$ cat src/rtl/contador_uns_acumulador.sv
// contador_uns_acumulador: streaming ones-counter with per-frame totals.
// Each accepted word reports its popcount one cycle later. The block also
// accumulates saturating per-frame sums of 1 bits and words, and offers
// them on a result handshake that may apply backpressure.
module contador_uns_acumulador #(
    parameter int LARGURA     = 8,
    parameter int LARGURA_ACC = 16,
    localparam int CONT_W     = $clog2(LARGURA + 1)
) (
    input  logic                   clk,
    input  logic                   reset,
    input  logic [LARGURA-1:0]     entrada,
    input  logic                   entrada_valida,
    input  logic                   entrada_ultima,
    output logic                   entrada_pronta,
    output logic [CONT_W-1:0]      saida_quant_um,
    output logic                   saida_palavra_valida,
    output logic [LARGURA_ACC-1:0] total_quant_um,
    output logic [LARGURA_ACC-1:0] total_palavras,
    output logic                   saturado,
    output logic                   total_valido,
    input  logic                   total_pronto
);

    localparam logic [1:0] OCIOSO     = 2'd0;
    localparam logic [1:0] ACUMULANDO = 2'd1;
    localparam logic [1:0] ENTREGANDO = 2'd2;

    // Sum width wide enough for either operand plus a carry, so a popcount
    // wider than the accumulator still clamps correctly.
    localparam int SUM_W = ((CONT_W > LARGURA_ACC) ? CONT_W : LARGURA_ACC) + 1;
    localparam logic [LARGURA_ACC-1:0] ACC_MAX = {LARGURA_ACC{1'b1}};

    logic [1:0]             estado;
    logic [LARGURA_ACC-1:0] acc_um;
    logic [LARGURA_ACC-1:0] acc_pal;
    logic                   sat;

    logic                   aceita;
    logic [CONT_W-1:0]      quant_p0;
    logic [LARGURA_ACC:0]   soma_um_p0;
    logic [LARGURA_ACC:0]   soma_pal_p0;
    logic                   sat_p0;

    function automatic logic [CONT_W-1:0] popcount(input logic [LARGURA-1:0] palavra);
        logic [CONT_W-1:0] cnt;
        cnt = '0;
        for (int i = 0; i < LARGURA; i++) begin
            cnt = cnt + CONT_W'(palavra[i]);
        end
        return cnt;
    endfunction

    // Returns {clamped, value}: unsigned add that clamps at the accumulator maximum.
    function automatic logic [LARGURA_ACC:0] sat_add(input logic [LARGURA_ACC-1:0] acc,
                                                     input logic [CONT_W-1:0]      inc);
        logic [SUM_W-1:0] soma;
        soma = SUM_W'(acc) + SUM_W'(inc);
        if (soma > SUM_W'(ACC_MAX)) begin
            return {1'b1, ACC_MAX};
        end
        return {1'b0, soma[LARGURA_ACC-1:0]};
    endfunction

    // Ready is a pure state decode; no path from total_pronto.
    assign entrada_pronta = !reset && (estado != ENTREGANDO);
    assign aceita         = entrada_valida && entrada_pronta;

    // Popcount and the candidate accumulator updates for the offered word.
    always_comb begin
        quant_p0    = popcount(entrada);
        soma_um_p0  = sat_add(acc_um, quant_p0);
        soma_pal_p0 = sat_add(acc_pal, CONT_W'(1));
        sat_p0      = sat || soma_um_p0[LARGURA_ACC] || soma_pal_p0[LARGURA_ACC];
    end

    // Frame state, accumulators, per-word result and frame result registers.
    always_ff @(posedge clk) begin
        if (reset) begin
            estado               <= OCIOSO;
            acc_um               <= '0;
            acc_pal              <= '0;
            sat                  <= 1'b0;
            saida_quant_um       <= '0;
            saida_palavra_valida <= 1'b0;
            total_quant_um       <= '0;
            total_palavras       <= '0;
            saturado             <= 1'b0;
            total_valido         <= 1'b0;
        end else begin
            saida_palavra_valida <= 1'b0;
            if (aceita) begin
                saida_quant_um       <= quant_p0;
                saida_palavra_valida <= 1'b1;
                if (entrada_ultima) begin
                    total_quant_um <= soma_um_p0[LARGURA_ACC-1:0];
                    total_palavras <= soma_pal_p0[LARGURA_ACC-1:0];
                    saturado       <= sat_p0;
                    total_valido   <= 1'b1;
                    acc_um         <= '0;
                    acc_pal        <= '0;
                    sat            <= 1'b0;
                    estado         <= ENTREGANDO;
                end else begin
                    acc_um  <= soma_um_p0[LARGURA_ACC-1:0];
                    acc_pal <= soma_pal_p0[LARGURA_ACC-1:0];
                    sat     <= sat_p0;
                    estado  <= ACUMULANDO;
                end
            end else if (total_valido && total_pronto) begin
                // Totals and saturado keep their values after delivery.
                total_valido <= 1'b0;
                estado       <= OCIOSO;
            end
        end
    end

endmodule

$ cat config.mk
export PLATFORM = sky130hd
export DESIGN_NAME = contador_uns_acumulador
export DESIGN_NICKNAME = d
export VERILOG_FILES = /design/src/rtl/contador_uns_acumulador.sv
export SDC_FILE = /design/constraint.sdc
export NUM_CORES = 1
export LEC_CHECK = 0
export BUFFER_PORTS_ARGS = -buffer_cell sky130_fd_sc_hd__buf_2
export CAP_MARGIN = 15
export CORE_ASPECT_RATIO = 1.4
export CORE_MARGIN = 10
export CORE_UTILIZATION = 54
export CTS_BUF_LIST = sky130_fd_sc_hd__clkbuf_4 sky130_fd_sc_hd__clkbuf_8
export DETAILED_ROUTE_END_ITERATION = 6
export GPL_ROUTABILITY_DRIVEN = 0
export PLACE_DENSITY = 0.81
export SYNTH_ARGS = -nofsm -noshare
export SYNTH_HDL_FRONTEND = slang
export SYNTH_SLANG_ARGS = --single-unit
export TNS_END_PERCENT = 30
$ cat constraint.sdc
create_clock -name clk -period 5 [get_ports clk]
set_input_delay 1 -clock clk [delete_from_list [all_inputs] [get_ports clk]]
set_output_delay 1 -clock clk [all_outputs]
set_load 0.02 [all_outputs]
==> results of run 1 <==
==> routing by layer <==
layer  GRT usage (%)  vias up
met2            33.5      128
met4            11.8        0
met5               0        -
met1            19.9     1784
met3            3.96       31
li1                -     1774
==> cell usage in the layout, fill, tap and decap left out, types with 7 or more instances in the layout <==
cell type / instances
sky130_fd_sc_hd__nand3_1: 18
sky130_fd_sc_hd__a311oi_1: 14
sky130_fd_sc_hd__buf_4: 15
sky130_fd_sc_hd__a21o_1: 7
sky130_fd_sc_hd__nor3_1: 18
sky130_fd_sc_hd__a22o_1: 8
sky130_fd_sc_hd__nor2_1: 61
sky130_fd_sc_hd__dfxtp_1: 74
sky130_fd_sc_hd__xnor2_1: 13
sky130_fd_sc_hd__ha_1: 9
sky130_fd_sc_hd__a31oi_1: 7
sky130_fd_sc_hd__xor2_1: 8
sky130_fd_sc_hd__clkbuf_8: 9
sky130_fd_sc_hd__inv_1: 22
sky130_fd_sc_hd__a211oi_1: 10
sky130_fd_sc_hd__buf_2: 52
sky130_fd_sc_hd__o21ai_0: 23
sky130_fd_sc_hd__nand2_1: 25
sky130_fd_sc_hd__a21oi_1: 39
==> worst min-delay path: cells and delay by family (launching register included) <==
| family | cells | cell delay, ps |
|---|---|---|
| AOI/OAI and AO/OA | 1 | 50 |
| and+or+nand+nor | 1 | 50 |
| DFF | 1 | 310 |
==> per-stage QoR <==
step           hold WS [ps]  utilization, %  instances
2_1_floorplan           434               -        471
3_3_place_gp            439            59.6        595
3_5_place_dp            444            59.6        595
4_1_cts                 455            63.0        610
5_1_grt                 485            63.2        610
6_report                452            63.2        610
==> how the worst max path moves through the flow <==
stage / slack, ps / end / cells after the start
after global routing: -10 / acc_um[5] / 17
after global placement: -150 / total_quant_um[12] / 16
after detailed placement: -340 / total_quant_um[12] / 16
final: 140 / acc_um[8] / 17
after floorplan: 70 / total_quant_um[13] / 16
after CTS: 20 / total_quant_um[12] / 16
==> flip-flops by register name, indices dropped and copies added, names as in the netlist <==
signal	flops
estado	2
acc_pal	16
saturado	1
acc_um	16
total_palavras	16
sat	1
saida_palavra_valida	1
total_valido	1
saida_quant_um	4
total_quant_um	16
==> logic make-up after synthesis <==
family	Yosys count	share of synthesized area (%)
XOR/XNOR	21	4.66
flip-flops	74	37.6
adder cells (fa/ha/maj)	14	5.39
AO/OA/AOI/OAI	139	23.4
buffers and inverters	61	8.41
multiplexers	3	0.761
AND/OR/NAND/NOR	159	19.8
==> cell usage after synthesis, drive strengths merged (4+ instances only) <==
library cell | count | area (um^2)
dfxtp | 74 | 1480
nor2 | 61 | 229
a21oi | 41 | 209
clkbuf | 26 | 159
nand2 | 26 | 100
o21ai | 25 | 125
inv | 23 | 86.3
nand3 | 18 | 90.1
nor3 | 18 | 90.1
a311oi | 14 | 123
xnor2 | 13 | 114
a211oi | 11 | 87.6
buf | 10 | 63.8
ha | 9 | 113
a21o | 8 | 61.3
a22o | 8 | 70.1
xor2 | 8 | 70.1
a31oi | 7 | 43.8
nand4 | 7 | 50.1
and4 | 5 | 47.6
fa | 5 | 100
and3 | 4 | 25.0
o211ai | 4 | 30.0
o21a | 4 | 30.0
==> area by class of cell <==
class                   count  area, um^2  share of cell area [%]
inverters                  23        86.3                    1.94
multi-input cells         336        2150                    48.4
well taps                  95         119                    2.67
repair buffers             67         373                    8.39
clock inverters             5         104                    2.34
flip-flops and latches     74        1480                    33.3
clock buffers              10         131                    2.96
==> power by group <==
| part | switching, mW | total (mW) | internal [mW] |
|---|---|---|---|
| registers | 0.0126 | 0.623 | 0.610 |
| clock network | 0.231 | 0.566 | 0.334 |
| logic | 0.137 | 0.223 | 0.0858 |
==> qor.log, run 1 <==
INFO  setup_path     cp_data_arrival_time=5140ps
INFO  pwr            peakVddDrop=0.239mV
INFO  worst_hold_path worstHoldPathType=flop to flop
INFO  placed_design  port_buffers=52
INFO  yosys          synth-seq-cells=74
INFO  floorplan      row_count=36
INFO  clock_tree     cts_tree=done
INFO  setup_path     timing.critical_path.fanout_max=9
INFO  setup_path     cp_delay_by_family_top=adder cells
INFO  route          met2_length=5560um
INFO  grt            grt_pass1_vias=3650
INFO  setup_path     path_class=input port to flop
INFO  final_layout   stdcell_area=4440um^2
INFO  route          drt-total-wl=10500um
INFO  setup_path     path_common_cell=sky130_fd_sc_hd__fa_1
INFO  floorplan      floorplan.core_area=7030um^2
INFO  clock_tree     clkSlewWorstSetupHoldPaths=80ps
INFO  yosys          synth_sequential_area_ratio=37.6%
INFO  setup_path     reg2reg_slack=2110ps
INFO  sta            finalWorstPathRequiredPeriod=4860ps
INFO  floorplan      start_util=56.1%
INFO  yosys          syn_nets=498
INFO  clock_tree     cts_resized=0
INFO  clock_tree     clk-insertion-delay-late=370ps
INFO  sta            slew_headroom=21.5%
INFO  final_layout   layout-drive-gt1-share=19.0%
INFO  sta            worst_slack=144ps
INFO  final_layout   layout_nets=538
INFO  setup_path     endpoint_kind=flop
INFO  route          ant_nets=0
INFO  clock_tree     post_cts_buffers=0
INFO  route          wire_per_inst=17.3um
INFO  route          routed_via_density=6.09
INFO  setup_path     crit_path_cell_chain=buf_2 -> fa_1 -> inv_1 -> fa_1 -> fa_1 -> inv_1 -> ha_1 -> fa_1 -> inv_1 -> fa_1 -> nor2b_2 -> o21a_1 -> o211ai_1 -> buf_4 -> a21oi_1 -> nor2_1 -> nor3_1
INFO  route          top_signal_layer_used=met4
INFO  setup_path     critical_path_buf_inv_count=5
INFO  clock_tree     cts-buffers-inserted=9
INFO  final_layout   antenna_cells_inserted=0
INFO  yosys          avgSynthCellArea=8.37um^2
INFO  grt            antenna_found_initial=0
INFO  sta            final.setup_skew=14.1ps
INFO  setup_path     critPathSlowestCell=sky130_fd_sc_hd__fa_1
INFO  sta            total_count_of_max_transition_violations_in_the_final_report=0
INFO  sta            final_hold_viol_count=0
INFO  sta            final.setup.tns=0ps
INFO  clock_tree     clockRootBuffer=sky130_fd_sc_hd__clkbuf_8
INFO  yosys          synthArstFlopShare=0%
INFO  setup_path     setup.worst_path.start_class=input port
INFO  route          firstDrtPassIters=5
INFO  grt            grt_overflow=0
INFO  floorplan      floorplan.die.height=121um
INFO  route          drt-met1-wl=4030um
INFO  clock_tree     cts.path.max_buffers=2
INFO  setup_path     critical_path.reg2reg.endpoint=sat
INFO  placed_design  detailed_place.area=4190um^2
INFO  setup_path     critPathLaunch=entrada[0]
INFO  clock_tree     holdBufCountCts=0
INFO  grt            grt_pass1_wl=17300um
INFO  job            cap_viol_max_count=0
INFO  route          met3WireLength=535um
INFO  worst_hold_path holdPathStages=2
INFO  yosys          ys_dominant_reg_cell=sky130_fd_sc_hd__dfxtp_1
INFO  route          num_vias=3717
INFO  pwr            power.density=318nW/um^2
INFO  route          route.detailed.drc=0
INFO  grt            grt_start_max_net_pins=61
INFO  yosys          synth-edff-count=0
INFO  placed_design  place_worst_setup_slack=-344ps
INFO  worst_hold_path holdPathEnd=total_palavras[15]
INFO  yosys          synthDistinctLibCells=63
INFO  sta            finalSetupViolCount=0
INFO  sta            rsz0062_at_grt=true
INFO  grt            globalRouteTotalUtil=18.9%
INFO  pwr            fin_total_pwr=1.41mW
INFO  worst_hold_path hp-start=total_palavras[15]
INFO  floorplan      io_pins=53
INFO  placed_design  hpwlAfterDp=7320um
INFO  clock_tree     clock_sink_count=74
INFO  yosys          syn_inst=471
INFO  yosys          netlist_area=3940um^2
INFO  setup_path     cp_slowest_stage_delay=530ps
INFO  clock_tree     cts_htree_levels=3
INFO  route          first_iter_violations=308
INFO  sta            max_clock_freq=206MHz
INFO  final_layout   layout-area-overhead-vs-synth=12.7%
INFO  sta            min_period_over_period=97.1%
INFO  final_layout   fillers=615
INFO  pwr            p_leak=1.72nW
INFO  yosys          synth_warnings=0
INFO  run_status     result_of_the_run=finished clean
INFO  sta            worst_pin_slew=1170ps
INFO  setup_path     required=5280ps
INFO  setup_path     critical_path.reg2reg.startpoint=acc_pal[0]
INFO  setup_path     worst_r2r_path_cells=7
INFO  floorplan      floorplan.die.width=92.2um
INFO  floorplan      die_area=11200um^2
No activity file was read; power rests on OpenSTA's default activity.
==> inputs of run 2 (changes only) <==
--- a/config.mk
+++ b/config.mk
@@ -7,7 +7,6 @@
 export LEC_CHECK = 0
 export BUFFER_PORTS_ARGS = -buffer_cell sky130_fd_sc_hd__buf_2
 export CAP_MARGIN = 15
-export CORE_ASPECT_RATIO = 1.4
 export CORE_MARGIN = 10
 export CORE_UTILIZATION = 54
 export CTS_BUF_LIST = sky130_fd_sc_hd__clkbuf_4 sky130_fd_sc_hd__clkbuf_8
==> run 2 against run 1 <==
Clock power down 19%. Global-route usage fell by 1.9 points. Sequential power about the same. Worst hold slack improved by 9.4 ps. Final cell count up 0.49%. Final area shrank 1.2%. Critical endpoint is now total_quant_um[12]. Highest routed layer unchanged.
==> qor.log, run 2 (synthesis results as in run 1) <==
INFO  placed_design  detailed_place.area=4190um^2
INFO  route          num_vias=3650
INFO  sta            worst_hold_slack=461ps
INFO  sta            final.setup_skew=6.97ps
INFO  final_layout   final_core_utilization=61.2%
INFO  sta            min_period_over_period=96.3%
INFO  pwr            power.density=293nW/um^2
INFO  setup_path     setup.worst_path.start_class=input port
INFO  setup_path     cp_slowest_stage_delay=520ps
INFO  final_layout   layout_nets=537
INFO  route          firstDrtPassIters=5
INFO  setup_path     critical_path_buf_inv_count=4
INFO  sta            finalSetupViolCount=0
INFO  setup_path     crit_path_cell_chain=buf_2 -> fa_1 -> inv_1 -> fa_1 -> fa_1 -> inv_1 -> ha_1 -> fa_1 -> inv_1 -> fa_1 -> nor2b_1 -> o21ai_1 -> a2111oi_2 -> mux2i_1 -> o21a_1 -> nor2_1
INFO  floorplan      io_pins=53
INFO  sta            rsz0062_at_grt=false
INFO  pwr            p_leak=1.69nW
INFO  clock_tree     clkSlewWorstSetupHoldPaths=70ps
INFO  grt            grt_overflow=0
INFO  route          wire_per_inst=15.7um
INFO  setup_path     timing.critical_path.fanout_max=3
INFO  floorplan      floorplan.die.width=105um
INFO  clock_tree     clockRootBuffer=sky130_fd_sc_hd__clkbuf_8
INFO  clock_tree     cts_tree=done
INFO  run_status     result_of_the_run=finished clean
INFO  grt            globalRouteTotalUtil=17.0%
INFO  grt            met3_usage=4.45%
INFO  final_layout   instances_no_fill=613
INFO  clock_tree     clk-insertion-delay-late=350ps
INFO  placed_design  hpwlAfterDp=6860um
INFO  setup_path     required=5210ps
INFO  sta            total_count_of_max_transition_violations_in_the_final_report=0
INFO  final_layout   layout-drive-gt1-share=18.3%
INFO  job            cap_viol_max_count=0
INFO  grt            grt_pass1_vias=3383
INFO  setup_path     path_common_cell=sky130_fd_sc_hd__fa_1
INFO  grt            met2_usage=25.3%
INFO  clock_tree     cts-buffers-inserted=9
INFO  final_layout   layout.cells.most_common=sky130_fd_sc_hd__dfxtp_1
INFO  placed_design  placed_cells=598
INFO  setup_path     cp_delay_by_family_top=adder cells
INFO  sta            final.setup.tns=0ps
INFO  clock_tree     cts_htree_levels=3
INFO  clock_tree     clock_sink_count=74
INFO  pwr            peakVddDrop=0.195mV
INFO  route          ant_nets=0
INFO  final_layout   layout-area-overhead-vs-synth=11.3%
INFO  final_layout   mostFrequentLayoutCells=74 x sky130_fd_sc_hd__dfxtp_1, 61 x sky130_fd_sc_hd__nor2_1, 52 x sky130_fd_sc_hd__buf_2
INFO  worst_hold_path worstHoldPathType=flop to flop
INFO  final_layout   antenna_cells_inserted=0
INFO  setup_path     critPathSlowestCell=sky130_fd_sc_hd__fa_1
INFO  setup_path     endpoint_kind=flop
INFO  setup_path     cp_data_arrival_time=5030ps
INFO  sta            final_hold_viol_count=0
INFO  route          route.detailed.drc=0
INFO  floorplan      floorplan.core_area=7180um^2
INFO  sta            max_clock_freq=208MHz
INFO  floorplan      start_util=55.0%
INFO  clock_tree     cts.path.max_buffers=2
INFO  grt            antenna_found_initial=0
INFO  route          first_iter_violations=439
INFO  floorplan      floorplan.die.height=105um
INFO  grt            grt_pass1_wl=16000um
INFO  setup_path     path_class=input port to flop
INFO  final_layout   stdcell_area=4390um^2
INFO  grt            grt_start_max_net_pins=61
INFO  route          routed_via_density=5.95
INFO  floorplan      row_count=31
INFO  sta            slew_headroom=18.7%
INFO  grt            layer_with_the_highest_usage_after_global_routing=met2
INFO  route          drt-total-wl=9630um
INFO  grt            grt_use_met1=22.4%
INFO  floorplan      die_area=11100um^2
INFO  sta            worst_pin_slew=1210ps
INFO  sta            finalWorstPathRequiredPeriod=4820ps
INFO  placed_design  port_buffers=52
run 2: worst register-to-register path, stage by stage (launching register included):
cell	delay, ps
sky130_fd_sc_hd__dfxtp_1	600
sky130_fd_sc_hd__ha_1	570
sky130_fd_sc_hd__and4_1	460
sky130_fd_sc_hd__nand2_1	150
sky130_fd_sc_hd__xnor2_1	260
sky130_fd_sc_hd__nand3_1	100
sky130_fd_sc_hd__or4_4	460
sky130_fd_sc_hd__a211oi_2	230
run 2: layer usage:
metal,up-vias,share of wire [%]
met3,21,8.7
li1,1764,-
met1,1684,45
met2,181,44
met5,-,0
met4,0,2.5
run 2: power breakdown:
| group | total (mW) | internal (mW) | switching [mW] |
|---|---|---|---|
| Sequential | 0.623 | 0.611 | 0.0123 |
| Clock | 0.456 | 0.251 | 0.205 |
| Combinational | 0.209 | 0.0820 | 0.127 |
run 2: timing repair:
action                     in CTS  in global routing
setup buffers                   0                  0
setup endpoints to repair       0                 11
hold endpoints to repair        0                  0
gates resized for setup         0                  4
hold buffers                    0                  0
run 2: cell type report:
cell class                      count  area, um^2
Tap cell                           99         124
Clock buffer                       12         153
Inverter                           23        86.3
Fill cell                         639        2790
Clock inverter                      3        40.0
Sequential cell                    74        1480
Multi-Input combinational cell    336        2140
Timing Repair Buffer               66         365
run 2: per-stage QoR:
stage | setup WS (ps) | power, mW
after detailed placement | -251 | 0.843
after global routing | 21.1 | 1.35
after global placement | -141 | 0.835
after CTS | 83.0 | 1.30
final | 184 | 1.29
after floorplan | 65.8 | 0.776
run 2: final timing paths:
| kind | start | endpoint | slack (ps) | cells past startpoint |
|---|---|---|---|---|
| worst max-delay path | entrada[0] | total_quant_um[12] | 180 | 16 |
| worst max register to register | acc_pal[0] | sat | 2100 | 7 |
| worst min-delay path | total_palavras[15] | total_palavras[15] | 460 | 2 |
| worst min register to register | total_palavras[15] | total_palavras[15] | 460 | 2 |
==> inputs of run 3 (changes only) <==
--- a/config.mk
+++ b/config.mk
@@ -13,6 +13,7 @@
 export DETAILED_ROUTE_END_ITERATION = 6
 export GPL_ROUTABILITY_DRIVEN = 0
 export PLACE_DENSITY = 0.81
+export REMOVE_ABC_BUFFERS = 1
 export SYNTH_ARGS = -nofsm -noshare
 export SYNTH_HDL_FRONTEND = slang
 export SYNTH_SLANG_ARGS = --single-unit
==> run 3 against run 2 <==
Flip-flop and latch count unchanged. Sequential share of layout area about the same. Combinational power increased by 2%. Worst hold slack got worse by 1.1 ps. Total power decreased by 2.4%. Register-to-register slack improved by 40 ps. Die area unchanged. Non-clock buffer count increased by 2. Core utilization about the same. Count of clock-buffer cells in the layout increased by 1. Wire length increased by 1.2%. Final cell count increased by 0.49%. Critical path type unchanged. Highest routed layer unchanged.
==> qor.log, run 3 (synthesis results as in run 1) <==
INFO  worst_hold_path worstHoldPathType=flop to flop
INFO  setup_path     path_class=input port to flop
INFO  pwr            power.density=286nW/um^2
INFO  grt            grt_pass1_vias=3565
INFO  floorplan      floorplan.die.width=105um
INFO  final_layout   layout-area-overhead-vs-synth=11.4%
INFO  final_layout   mostFrequentLayoutCells=74 x sky130_fd_sc_hd__dfxtp_1, 61 x sky130_fd_sc_hd__nor2_1, 52 x sky130_fd_sc_hd__buf_2
INFO  setup_path     path_common_cell=sky130_fd_sc_hd__fa_1
INFO  route          ant_nets=0
INFO  sta            final.setup_skew=5.10ps
INFO  clock_tree     cts.path.max_buffers=2
INFO  final_layout   final_core_utilization=61.2%
INFO  sta            rsz0062_at_grt=true
INFO  setup_path     cp_slowest_stage_delay=530ps
INFO  sta            finalSetupViolCount=0
INFO  sta            finalWorstPathRequiredPeriod=4790ps
INFO  setup_path     setup.worst_path.start_class=input port
INFO  grt            met3_usage=3.78%
INFO  final_layout   antenna_cells_inserted=0
INFO  clock_tree     post_cts_buffers=0
INFO  setup_path     cp_data_arrival_time=5060ps
INFO  run_status     result_of_the_run=finished clean
INFO  route          firstDrtPassIters=6
INFO  route          wire_per_inst=15.8um
INFO  grt            globalRouteTotalUtil=17.2%
INFO  placed_design  hpwlAfterDp=6820um
INFO  final_layout   layout-drive-gt1-share=18.8%
INFO  job            cap_viol_max_count=0
INFO  floorplan      floorplan.core_area=7180um^2
INFO  sta            min_period_over_period=95.8%
INFO  grt            grt_overflow=0
INFO  sta            total_count_of_max_transition_violations_in_the_final_report=0
INFO  sta            max_clock_freq=209MHz
INFO  sta            slew_headroom=45.3%
INFO  grt            grt_start_max_net_pins=61
INFO  grt            antenna_found_initial=0
INFO  route          route.detailed.drc=0
INFO  grt            met2_usage=27.5%
INFO  clock_tree     clkSlewWorstSetupHoldPaths=70ps
INFO  floorplan      die_area=11100um^2
INFO  clock_tree     clockRootBuffer=sky130_fd_sc_hd__clkbuf_8
INFO  route          first_iter_violations=397
INFO  clock_tree     clk-insertion-delay-late=350ps
INFO  clock_tree     cts-buffers-inserted=9
INFO  grt            layer_with_the_highest_usage_after_global_routing=met2
INFO  setup_path     critPathSlowestCell=sky130_fd_sc_hd__fa_1
INFO  placed_design  port_buffers=52
INFO  pwr            fin_total_pwr=1.26mW
INFO  route          num_vias=3641
INFO  grt            grt_use_met1=21.4%
INFO  clock_tree     cts_resized=0
INFO  route          routed_via_density=5.91
INFO  setup_path     crit_path_cell_chain=buf_2 -> fa_1 -> inv_1 -> fa_1 -> fa_1 -> inv_1 -> ha_1 -> fa_1 -> inv_1 -> fa_1 -> nor2b_1 -> o21ai_1 -> a21oi_2 -> and2_1 -> buf_4 -> o21ai_0 -> a21oi_1
INFO  setup_path     timing.critical_path.fanout_max=5
INFO  sta            worst_pin_slew=817ps
INFO  final_layout   layout_nets=539
INFO  clock_tree     cts_tree=done
INFO  clock_tree     holdBufCountCts=0
INFO  route          drt-total-wl=9740um
INFO  floorplan      start_util=55.0%
INFO  floorplan      io_pins=53
INFO  grt            grt_pass1_wl=16300um
INFO  floorplan      row_count=31
INFO  sta            final_hold_viol_count=0
INFO  setup_path     endpoint_kind=flop
INFO  setup_path     required=5270ps
INFO  pwr            p_leak=1.70nW
INFO  final_layout   layout.cells.most_common=sky130_fd_sc_hd__dfxtp_1
INFO  clock_tree     cts_htree_levels=3
INFO  floorplan      floorplan.die.height=105um
INFO  clock_tree     clock_sink_count=74
INFO  pwr            peakVddDrop=0.180mV
==> run 3: cell count changes in the layout (fill, tap and decap cells not counted) <==
cell                        previous run  this run
sky130_fd_sc_hd__buf_6                 0         1
sky130_fd_sc_hd__bufinv_16             1         0
sky130_fd_sc_hd__clkbuf_4              2         3
sky130_fd_sc_hd__clkinv_2              2         3
sky130_fd_sc_hd__buf_4                14        15
==> run 3: metal layers <==
layer	part of all wire (%)	routed length [um]
met1	46	4440
met2	44	4320
met3	7.7	748
met4	2.4	229
met5	0	0
==> run 3: per-stage QoR <==
stage          instance area (um^2)  cells  worst slack, ps  setup TNS [ps]  hold slack (ps)
4_1_cts                        4370    615             43.4               0              461
2_1_floorplan                  3700    433            -1.66           -1.66              430
5_1_grt                        4390    616            -30.9            -171              481
3_5_place_dp                   4200    599             -314           -3230              451
6_report                       4390    616              209               0              460
3_3_place_gp                   4200    599             -137            -988              443
==> run 3: layout make-up <==
cell class / count / area [um^2]
clock buffer: 13 / 160
clock inverter: 3 / 15.0
fill: 623 / 2780
inverter: 23 / 86.3
multi-input combinational: 336 / 2140
sequential: 74 / 1480
tap: 99 / 124
timing repair buffer: 68 / 384
==> run 3: power breakdown <==
group	internal, mW	total [mW]	switching, mW	leakage [nW]
combinational	0.0843	0.214	0.130	1.00
sequential	0.611	0.622	0.0118	0.601
clock	0.208	0.421	0.213	0.0974
==> run 3: worst paths after layout <==
| kind | start | to | slack, ps | cells after the start |
|---|---|---|---|---|
| setup / recovery | entrada[0] | acc_um[0] | 210 | 17 |
| hold / removal | saida_quant_um[2] | saida_quant_um[2] | 460 | 2 |
| setup reg to reg | acc_pal[0] | sat | 2140 | 7 |
| hold reg to reg | saida_quant_um[2] | saida_quant_um[2] | 460 | 2 |
==> run 3: worst max-delay path, delay by kind of cell <==
kind / cells / cell delay, ps
AND/OR/NAND/NOR: 2 / 420
AO/OA/AOI/OAI: 4 / 650
buffers and inverters: 5 / 430
adder cells (fa/ha/maj): 6 / 2570
